File: config.mk
export PLATFORM = sky130hd
export DESIGN_NAME = prbs_frame_tx_flat
export DESIGN_NICKNAME = d
export VERILOG_FILES = /design/src/rtl/prbs_frame_tx_if.sv /design/src/rtl/prbs_frame_tx.sv /design/src/flat_wrapper.sv
export SDC_FILE = /design/constraint.sdc
export NUM_CORES = 1
export LEC_CHECK = 0
export BUFFER_PORTS_ARGS = -buffer_cell sky130_fd_sc_hd__buf_2
export CORE_ASPECT_RATIO = 0.5
export CORE_MARGIN = 10
export CORE_UTILIZATION = 45
export CTS_BUF_LIST = sky130_fd_sc_hd__clkbuf_8
export DETAILED_ROUTE_END_ITERATION = 16
export SETUP_SLACK_MARGIN = 0.5
export SKIP_CTS_REPAIR_TIMING = 1
export SYNTH_ARGS = -nofsm -noshare
export SYNTH_HDL_FRONTEND = slang
export SYNTH_SLANG_ARGS = --single-unit
File: constraint.sdc
create_clock -name i_aclk -period 3.75 [get_ports i_aclk]
set_input_delay 0.5625 -clock i_aclk [delete_from_list [all_inputs] [get_ports i_aclk]]
set_output_delay 0.5625 -clock i_aclk [all_outputs]
set_load 0.01 [all_outputs]
File: src/rtl/prbs_frame_tx_if.sv
// AXI-Stream style beat channel with SOF marker, shared by the PRBS source and its sink.
interface prbs_frame_tx_if #(
  parameter int unsigned C_DATA_WIDTH = 32
);
  logic                    tready;
  logic                    tvalid;
  logic [C_DATA_WIDTH-1:0] tdata;
  logic                    sof;
  logic                    tlast;

  modport master (
    input  tready,
    output tvalid,
    output tdata,
    output sof,
    output tlast
  );

  modport slave (
    output tready,
    input  tvalid,
    input  tdata,
    input  sof,
    input  tlast
  );
endinterface

File: src/rtl/prbs_frame_tx.sv
// Framed PRBS31 source: fixed-length frames separated by idle gaps, with SOF/TLAST and
// full backpressure. The sequence runs on across frames and reloads only on start.
module prbs_frame_tx #(
  parameter int unsigned C_DATA_WIDTH = 32,
  parameter int unsigned C_LEN_WIDTH  = 16,
  parameter int unsigned C_CNT_WIDTH  = 16
) (
  input  logic                   i_aclk,
  input  logic                   i_areset,
  input  logic                   i_start,
  input  logic                   i_stop,
  input  logic [30:0]            i_seed,
  input  logic [C_LEN_WIDTH-1:0] i_frame_len,
  input  logic [C_LEN_WIDTH-1:0] i_gap_len,
  input  logic [C_CNT_WIDTH-1:0] i_num_frames,
  prbs_frame_tx_if.master        m_axis,
  output logic                   o_busy,
  output logic                   o_done,
  output logic [C_CNT_WIDTH-1:0] o_frames_sent
);

  typedef enum logic [1:0] {StIdle, StLoad, StSend, StGap} state_e;

  // One beat worth of LFSR steps; the first generated bit lands in the MSB.
  function automatic logic [30+C_DATA_WIDTH:0] prbs_step(input logic [30:0] s_in);
    logic [30:0]             s;
    logic [C_DATA_WIDTH-1:0] d;
    logic                    n;
    s = s_in;
    d = '0;
    for (int i = 0; i < C_DATA_WIDTH; i++) begin
      n = s[30] ^ s[27];
      s = {s[29:0], n};
      d = {d[C_DATA_WIDTH-2:0], n};
    end
    return {s, d};
  endfunction

  state_e                  state_q;
  logic [30:0]             lfsr_q;
  logic [C_LEN_WIDTH-1:0]  len_q, gap_q, beat_cnt_q, gap_cnt_q;
  logic [C_CNT_WIDTH-1:0]  num_q, frames_q;
  logic                    stop_q;
  logic                    tvalid_q, sof_q, tlast_q, done_q;
  logic [C_DATA_WIDTH-1:0] tdata_q;

  logic [30:0]             lfsr_nxt;
  logic [C_DATA_WIDTH-1:0] beat_nxt;
  logic [C_LEN_WIDTH-1:0]  beat_idx_nxt, last_idx;
  logic [C_CNT_WIDTH-1:0]  frames_nxt;
  logic                    run_end, gap_last;

  always_comb begin
    {lfsr_nxt, beat_nxt} = prbs_step(lfsr_q);
    beat_idx_nxt         = beat_cnt_q + 1'b1;
    last_idx             = len_q - 1'b1;
    frames_nxt           = frames_q + 1'b1;
    // A stop arriving on the tlast handshake itself still ends the run after this frame.
    run_end              = ((num_q != '0) && (frames_nxt == num_q)) || stop_q || i_stop;
    gap_last             = (gap_cnt_q == gap_q - 1'b1);
  end

  always_ff @(posedge i_aclk) begin
    if (i_areset) begin
      state_q    <= StIdle;
      lfsr_q     <= 31'd1;
      len_q      <= '0;
      gap_q      <= '0;
      num_q      <= '0;
      beat_cnt_q <= '0;
      gap_cnt_q  <= '0;
      frames_q   <= '0;
      stop_q     <= 1'b0;
      tvalid_q   <= 1'b0;
      tdata_q    <= '0;
      sof_q      <= 1'b0;
      tlast_q    <= 1'b0;
      done_q     <= 1'b0;
    end else begin
      done_q <= 1'b0;
      unique case (state_q)
        StIdle: begin
          if (i_start) begin
            len_q    <= (i_frame_len == '0) ? C_LEN_WIDTH'(1) : i_frame_len;
            gap_q    <= i_gap_len;
            num_q    <= i_num_frames;
            lfsr_q   <= (i_seed == '0) ? 31'd1 : i_seed;
            frames_q <= '0;
            stop_q   <= 1'b0;
            state_q  <= StLoad;
          end
        end
        StLoad: begin
          if (i_stop) stop_q <= 1'b1;
          lfsr_q     <= lfsr_nxt;
          tdata_q    <= beat_nxt;
          tvalid_q   <= 1'b1;
          sof_q      <= 1'b1;
          tlast_q    <= (last_idx == '0);
          beat_cnt_q <= '0;
          state_q    <= StSend;
        end
        StSend: begin
          if (i_stop) stop_q <= 1'b1;
          if (tvalid_q && m_axis.tready) begin
            if (!tlast_q) begin
              lfsr_q     <= lfsr_nxt;
              tdata_q    <= beat_nxt;
              sof_q      <= 1'b0;
              tlast_q    <= (beat_idx_nxt == last_idx);
              beat_cnt_q <= beat_idx_nxt;
            end else begin
              frames_q <= frames_nxt;
              if (run_end) begin
                tvalid_q <= 1'b0;
                tdata_q  <= '0;
                sof_q    <= 1'b0;
                tlast_q  <= 1'b0;
                done_q   <= 1'b1;
                state_q  <= StIdle;
              end else if (gap_q != '0) begin
                tvalid_q  <= 1'b0;
                sof_q     <= 1'b0;
                tlast_q   <= 1'b0;
                gap_cnt_q <= '0;
                state_q   <= StGap;
              end else begin
                lfsr_q     <= lfsr_nxt;
                tdata_q    <= beat_nxt;
                sof_q      <= 1'b1;
                tlast_q    <= (last_idx == '0);
                beat_cnt_q <= '0;
              end
            end
          end
        end
        StGap: begin
          if (i_stop) begin
            tdata_q <= '0;
            done_q  <= 1'b1;
            state_q <= StIdle;
          end else if (gap_last) begin
            lfsr_q     <= lfsr_nxt;
            tdata_q    <= beat_nxt;
            tvalid_q   <= 1'b1;
            sof_q      <= 1'b1;
            tlast_q    <= (last_idx == '0);
            beat_cnt_q <= '0;
            state_q    <= StSend;
          end else begin
            gap_cnt_q <= gap_cnt_q + 1'b1;
          end
        end
        default: state_q <= StIdle;
      endcase
    end
  end

  assign m_axis.tvalid = tvalid_q;
  assign m_axis.tdata  = tdata_q;
  assign m_axis.sof    = sof_q;
  assign m_axis.tlast  = tlast_q;
  assign o_busy        = (state_q != StIdle);
  assign o_done        = done_q;
  assign o_frames_sent = frames_q;

endmodule

File: src/flat_wrapper.sv
// flat-port wrapper written by rule: the top's interface ports become plain ports
module prbs_frame_tx_flat 
#(
  parameter int unsigned C_DATA_WIDTH = 32,
  parameter int unsigned C_LEN_WIDTH  = 16,
  parameter int unsigned C_CNT_WIDTH  = 16
)
  (i_aclk, i_areset, i_start, i_stop, i_seed, i_frame_len, i_gap_len, i_num_frames, o_busy, o_done, o_frames_sent, m_axis_tready, m_axis_tvalid, m_axis_tdata, m_axis_sof, m_axis_tlast);
  prbs_frame_tx_if #(.C_DATA_WIDTH(C_DATA_WIDTH)) m_axis_i ();
  input  logic i_aclk;
  input  logic i_areset;
  input  logic i_start;
  input  logic i_stop;
  input  logic [30:0] i_seed;
  input  logic [C_LEN_WIDTH-1:0] i_frame_len;
  input  logic [C_LEN_WIDTH-1:0] i_gap_len;
  input  logic [C_CNT_WIDTH-1:0] i_num_frames;
  output logic o_busy;
  output logic o_done;
  output logic [C_CNT_WIDTH-1:0] o_frames_sent;
  input wire logic [$bits(m_axis_i.tready)-1:0] m_axis_tready;
  output wire logic [$bits(m_axis_i.tvalid)-1:0] m_axis_tvalid;
  output wire logic [$bits(m_axis_i.tdata)-1:0] m_axis_tdata;
  output wire logic [$bits(m_axis_i.sof)-1:0] m_axis_sof;
  output wire logic [$bits(m_axis_i.tlast)-1:0] m_axis_tlast;
  assign m_axis_i.tready = m_axis_tready;
  assign m_axis_tvalid = m_axis_i.tvalid;
  assign m_axis_tdata = m_axis_i.tdata;
  assign m_axis_sof = m_axis_i.sof;
  assign m_axis_tlast = m_axis_i.tlast;
  prbs_frame_tx #(.C_DATA_WIDTH(C_DATA_WIDTH), .C_LEN_WIDTH(C_LEN_WIDTH), .C_CNT_WIDTH(C_CNT_WIDTH)) u_core (.i_aclk(i_aclk), .i_areset(i_areset), .i_start(i_start), .i_stop(i_stop), .i_seed(i_seed), .i_frame_len(i_frame_len), .i_gap_len(i_gap_len), .i_num_frames(i_num_frames), .m_axis(m_axis_i), .o_busy(o_busy), .o_done(o_done), .o_frames_sent(o_frames_sent));
endmodule
==> results.txt, run 1 <==
CP Class - reg2reg
Final setup viols - 0
Worst vdd ir - 386 uV
Max-slew violation count - 0
Tmin final - 3.26 ns
Fin util - 54.9%
Gr usage total - 20.6%
Post-Syn Nets - 1393
Status - finished clean
Initial DRC Count - 836
Fill count - 2111
Pwr Density - 683 nW/um^2
Syn Inst Count - 1299
Tcrit/Tclk final - 87.0%
Crit-path cells - or4_4 -> nor4_4 -> mux2_4 -> a2111o_1 -> o32ai_4 -> o21ai_4 -> or4_1 -> a21oi_2
Sequential cell area - 3350 um^2
First-pass GRT wire length - 49200 um
Combined area of the multi-input logic cells - 6490 um^2
Yosys reg bits - 166
Synth warnings - 0
ANT cells - 0
Pleak - 4.57 nW
Total power - 8.15 mW
DRC Markers - 0
1st-pass router iterations - 5
Layout Nets - 1505
Number of synthesized flops with an enable pin - 0
CP delay by family, top - simple AND/OR/NAND/NOR gates
Max FO, Critical Path - 8
Core area - 21700 um^2
Number of global-route vias before repair - 9185
Routed WL - 32600 um
Row count - 38
Vias per cell - 5.87
WP data arrival - 3.71 ns
CTS max path bufs - 2
I/O pins - 137
Mapped Area - 9950 um^2
Die height - 125 um
Worst Skew - 0.0165 ns
HPWL after detailed placement - 21900 um
Layout cells sized above 1 - 20.4%
Worst setup startpoint - u_core.gap_q[7]
Root Buffer - clkbuf_8
Avg Cell Area, Syn - 7.66 um^2
Initial antenna violation count - 0
Post-synth cell types - 74
Min Hold Slack - 0.284 ns
Worst Setup End Kind - flop
Routed Antenna Nets - 0
Hold Path Class - in2reg
MaxCap Viol Count - 0
Slowest-stage cell, CP - or4_4
Worst-Margin Slew - 0.977 ns
Seq/Total Area, Yosys - 33.4%
Buf/Inv on CP - 0
GP Congestion - 0.926
Crit path required time - 4.19 ns
Initial Util - 45.8%
Clock latency on the worst-skew pair - 0.51 ns
Pin count of the biggest net entering global routing - 88
Drt wl/cell - 18.9 um
Synth async-reset ratio - 0%
H-tree Lvls - 4
Clock Sinks - 166
CP Launch Type - flop
Die width - 230 um
Hold Violations, Final - 0
DR vias - 10100
DP Cell Count - 1670
Max Clock Freq - 307 MHz
Start of the worst register-to-register path - u_core.gap_q[7]
Hold Startpoint - i_num_frames[2]
Setup TNS - 0 ns
Total gr overflow - 0
Relative slew margins - 34.9%
Final Non-Filler Cells - 1724
RSZ-0062 raised after global routing - true
Clock Pin Slew Worst Setup and Hold Paths - 0.10 ns
Most used DFF post-synth - dfxtp_1
Top cells by area, synth - dfxtp_1 33%, nand2_1 6.9%, a21oi_1 6.7%
Port buffer count - 136
Die area - 28800 um^2
Synth top area share - 33.4%
Largest stage delay on the critical path - 0.61 ns
Num CTS Buffers - 17
Area Overhead vs Synth - 19.8%
Largest area contributor in the netlist - dfxtp_1
CTS tree - yes
-- power breakdown --
part	total (mW)	switching (mW)	internal (mW)	leakage, nW
Sequential	2.60	0.438	2.16	1.36
Combinational	4.10	2.38	1.72	2.98
Clock	1.45	0.747	0.706	0.226
Total	8.15	3.56	4.59	4.57
-- cell type report --
type	count	share of cell area [%]
Timing Repair Buffer	191	10.1
Clock buffer	19	2.19
Clock inverter	13	1.43
Inverter	22	0.692
Sequential cell	166	28.1
Multi-Input combinational cell	1013	54.4
Tap cell	300	3.15
-- cell usage after synthesis (4+ instances only) --
| cell | instances |
|---|---|
| xor2_1 | 34 |
| nor3_1 | 33 |
| a31oi_1 | 13 |
| o211ai_1 | 4 |
| inv_1 | 22 |
| or4_1 | 17 |
| mux2i_1 | 33 |
| clkbuf_1 | 81 |
| ha_1 | 10 |
| nand2b_1 | 13 |
| and4_1 | 8 |
| xnor2_1 | 74 |
| a21oi_1 | 134 |
| o41ai_1 | 4 |
| nor2_1 | 97 |
| o21ai_0 | 89 |
| buf_2 | 11 |
| or3_1 | 16 |
| a211oi_1 | 11 |
| nand3_1 | 29 |
| nand2_1 | 183 |
| and3_1 | 11 |
| nor4_1 | 39 |
| a21o_1 | 7 |
| o31ai_1 | 12 |
| nand4_1 | 26 |
| nand4b_1 | 33 |
| nor4b_1 | 4 |
| dfxtp_1 | 166 |
-- flip-flops by register name (all words and copies together) (netlist names) --
signal                cells
u_core.stop_q             1
u_core.o_frames_sent     16
u_core.gap_cnt_q         16
u_core.beat_cnt_q        16
u_core.len_q             16
u_core.num_q             16
u_core.m_axis.tlast       1
u_core.state_q            2
u_core.m_axis.sof         1
u_core.m_axis.tvalid      1
u_core.m_axis.tdata      32
u_core.gap_q             16
u_core.lfsr_q            31
u_core.o_done             1
-- through the flow --
| stage | area, um^2 | worst slack [ns] |
|---|---|---|
| after CTS | 11400 | 0.0120 |
| after floorplan | 9970 | 0.500 |
| final | 11900 | 0.488 |
| after detailed placement | 10900 | 0.0310 |
| after global routing | 11900 | 0.394 |
| after global placement | 10900 | 0.147 |
-- final timing paths --
kind,to,slack (ns),cells past startpoint
min,u_core.num_q[2],0.28,3
max reg2reg,u_core.beat_cnt_q[14],0.49,8
max,u_core.beat_cnt_q[14],0.49,8
min reg2reg,u_core.m_axis.tdata[19],0.48,2
-- per-layer routing --
metal	share of wire, %	routed length, um	GRT usage, %	vias up
met2	44	14200	30.1	309
met4	1.2	391	4.96	0
li1	-	-	-	4924
met1	49	16000	29.7	4865
met3	5.9	1940	4.70	28
met5	0	0	0	-
-- placed cells by master (no fill, tap or decap), types with 5 or more instances in the layout --
cell,n
nand2_1,181
dfxtp_1,157
buf_2,135
a21oi_1,129
nor2_1,97
o21ai_0,85
xnor2_1,74
buf_4,47
xor2_1,33
nand4b_1,33
nor3_1,32
mux2i_1,32
nand3_1,28
nor4_1,28
nand4_1,26
inv_1,21
clkbuf_8,19
or3_1,16
or4_1,14
nand2b_1,13
o31ai_1,12
a31oi_1,12
and3_1,10
a211oi_1,9
and4_1,8
nor4_2,8
a21o_1,7
ha_1,7
nor4_4,5
o21ai_1,5
a21oi_2,5
dfxtp_4,5
-- worst reg2reg max path, stage by stage, from the launching register on --
cell	delay (ns)
dfxtp_2	0.35
or4_4	0.61
nor4_4	0.31
mux2_4	0.36
a2111o_1	0.48
o32ai_4	0.38
o21ai_4	0.16
or4_1	0.44
a21oi_2	0.12
-- cells by family (layout without fill, tap and decap cells) --
| logic type | Yosys count | count (layout) | share of synthesized area, % |
|---|---|---|---|
| flops | 166 | 166 | 33.4 |
| compound gates | 327 | 329 | 19.8 |
| simple gates | 531 | 531 | 27.4 |
| mux | 34 | 34 | 3.43 |
| xor+xnor | 109 | 109 | 9.73 |
| fa+ha+maj | 10 | 10 | 1.26 |
| buf+inv | 122 | 245 | 5.00 |
No activity file was read; power rests on OpenSTA's default activity.
==> inputs of run 2 (changes only) <==
--- a/config.mk
+++ b/config.mk
@@ -11,4 +11,5 @@
 export CORE_UTILIZATION = 45
 export CTS_BUF_LIST = sky130_fd_sc_hd__clkbuf_8
+export CTS_CLUSTER_SIZE = 30
 export DETAILED_ROUTE_END_ITERATION = 16
 export SETUP_SLACK_MARGIN = 0.5
==> constraint.sdc (replaced) <==
create_clock -name i_aclk -period 3.89 [get_ports i_aclk]
set_input_delay 0.5835 -clock i_aclk [delete_from_list [all_inputs] [get_ports i_aclk]]
set_output_delay 0.5835 -clock i_aclk [all_outputs]
set_load 0.005 [all_outputs]
==> run 2 against run 1 <==
Against the previous run:
- power down 8.5%
- sequential cell count unchanged
- utilization down 1.6 points
- clock power down 15%
- clock skew up 0.0091 ns
- global-route usage up 0.056 points
- die area unchanged
- combinational power down 9.3%
- critical path type unchanged
==> results.txt, run 2 (same netlist as run 1, synthesis figures left out) <==
Status - finished clean
Die height - 125 um (unchanged)
Sw Ratio - 44.1% (+0.31 points)
Most Crowded Layer GR - met1
Max reg flops - 32 (unchanged)
Port buffer count - 136 (unchanged)
Die area - 28800 um^2 (unchanged)
Combined area of the multi-input logic cells - 6330 um^2 (-2.4%)
Fin util - 53.3% (-1.6 points)
Worst vdd ir - 383 uV (-0.75%)
Max FO, Critical Path - 8 (unchanged)
Start of the worst register-to-register path - u_core.gap_q[7]
Crit path required time - 4.31 ns (+0.12 ns)
Max-slew violation count - 0 (unchanged)
Clk pwr share - 16.5% (-1.3 points)
Worst setup startpoint - u_core.gap_q[7]
Hold Path Class - in2reg
Slowest-stage cell, CP - or4_4
Fill count - 2154 (+2.0%)
DRC Markers - 0 (unchanged)
Vias per cell - 5.89 (+0.33%)
Row count - 38 (unchanged)
CP delay by family, top - simple AND/OR/NAND/NOR gates
Buf/Inv on CP - 0 (unchanged)
First-pass GRT wire length - 49400 um (+0.22%)
Commonest non-fill, non-tap cell in the layout - nand2_1
Sequential cell area - 3340 um^2 (-0.26%)
Final Non-Filler Cells - 1709 (-0.87%)
MaxCap Viol Count - 0 (unchanged)
DP Cell Count - 1669 (-0.060%)
Area Overhead vs Synth - 16.3%
Routed WL - 31300 um (-3.9%)
Fin area - 11600 um^2 (-2.9%)
Number of global-route vias before repair - 9180 (-0.054%)
Reg power frac - 33.6% (+1.7 points)
NetSw - 3.29 mW (-7.8%)
Placed cell area - 10900 um^2 (-0.17%)
Layout cells sized above 1 - 17.7% (-2.7 points)
Largest stage delay on the critical path - 0.61 ns (about the same)
P_int - 4.17 mW (-9.0%)
GRT met1 Usage - 29.6% (-0.076 points)
Final setup viols - 0 (unchanged)
Initial DRC Count - 923 (+10%)
GP Congestion - 0.934 (+0.93%)
RSZ-0062 raised after global routing - true
CP Class - reg2reg
DR vias - 10100 (-0.54%)
Setup TNS - 0 ns (unchanged)
ANT cells - 0 (unchanged)
Grt met2 use - 29.5% (-0.59 points)
Tcrit/Tclk final - 83.7% (-3.3 points)
CP Launch Type - flop
Worst Setup End Kind - flop
Worst-Margin Slew - 0.972 ns (-0.00520 ns)
Num CTS Buffers - 17 (unchanged)
Pwr Density - 644 nW/um^2 (-5.7%)
Tmin final - 3.26 ns (-0.00511 ns)
Total gr overflow - 0 (unchanged)
H-tree Lvls - 4 (unchanged)
Core area - 21700 um^2 (unchanged)
Max Clock Freq - 307 MHz (+0.16%)
Initial Util - 45.8% (unchanged)
CTS max path bufs - 2 (unchanged)
Clock Sinks - 166 (unchanged)
Relative slew margins - 35.2% (+0.35 points)
Drt wl/cell - 18.3 um (-3.1%)
Die width - 230 um (unchanged)
Pin count of the biggest net entering global routing - 88 (unchanged)
1st-pass router iterations - 6 (+1)
Comb pwr share - 49.9% (-0.4 points)
Routed Antenna Nets - 0 (unchanged)
CTS tree - yes
Gr usage total - 20.6% (+0.056 points)
Clock latency on the worst-skew pair - 0.50 ns (about the same)
Root Buffer - clkbuf_8
Hold Violations, Final - 0 (unchanged)
Clock Pin Slew Worst Setup and Hold Paths - 0.09 ns (about the same)
WP data arrival - 3.68 ns (-0.03 ns)
Initial antenna violation count - 0 (unchanged)
Hold Startpoint - i_num_frames[6]
Pleak - 4.41 nW (-3.5%)
Most frequent cells in the layout - 183 x nand2_1, 160 x dfxtp_1, 135 x buf_2
Crit-path cells - or4_4 -> nor4_4 -> mux2_4 -> a2111o_1 -> o32a_2 -> or3_1 -> a21o_1 -> a21oi_1
Layout Nets - 1490 (-1.0%)
HPWL after detailed placement - 22000 um (about the same)
Worst Skew - 0.0255 ns (+0.00908 ns)
Met3 usage - 6.14% (+1.4 points)
I/O pins - 137 (unchanged)
-- run 2: cell count changes in the layout (fill, tap and decap cells not counted), sizes merged --
cell,before,now
o21ai,93,92
inv,28,30
a31o,2,1
buf,188,176
clkbuf,22,19
clkinvlp,0,2
bufinv,3,1
-- run 2: power groups by stage --
stage	logic, mW	clock network [mW]	registers [mW]
after detailed placement	3.53	0	2.53
final	3.72	1.23	2.51
after CTS	3.55	1.26	2.50
after floorplan	2.62	0	2.39
after global placement	3.49	0	2.52
after global routing	4.12	1.33	2.56
-- run 2: path summary, 6_finish.rpt --
| check | slack (ns) | end | cells past startpoint |
|---|---|---|---|
| max | 0.63 | u_core.beat_cnt_q[7] | 8 |
| min | 0.32 | u_core.num_q[6] | 3 |
| max reg2reg | 0.63 | u_core.beat_cnt_q[7] | 8 |
| min reg2reg | 0.47 | u_core.m_axis.tdata[21] | 2 |
-- run 2: layout make-up --
class	instances	share of cell area [%]
multi-input combinational	1011	54.7
sequential	166	28.8
timing repair buffer	178	9.36
tap	300	3.24
clock buffer	17	2.02
clock inverter	15	1.15
inverter	22	0.713
-- run 2: stage by stage --
stage | total power, mW | hold WS (ns) | setup WS, ns
global route | 8.01 | 0.290 | 0.460
floorplan | 5.01 | 0.447 | 0.514
finish | 7.46 | 0.318 | 0.633
detailed placement | 6.06 | 0.461 | 0.0526
global placement | 6.00 | 0.454 | 0.252
CTS | 7.31 | 0.283 | 0.0430
-- run 2: per-layer routing --
metal	up-vias	wire [um]
met5	-	0
li1	4894	-
met4	0	368
met3	31	2260
met2	350	13200
met1	4796	15400
-- run 2: worst min-delay path: stages --
cell	delay [ns]
buf_2	0.09
nand2_1	0.04
a21oi_1	0.05
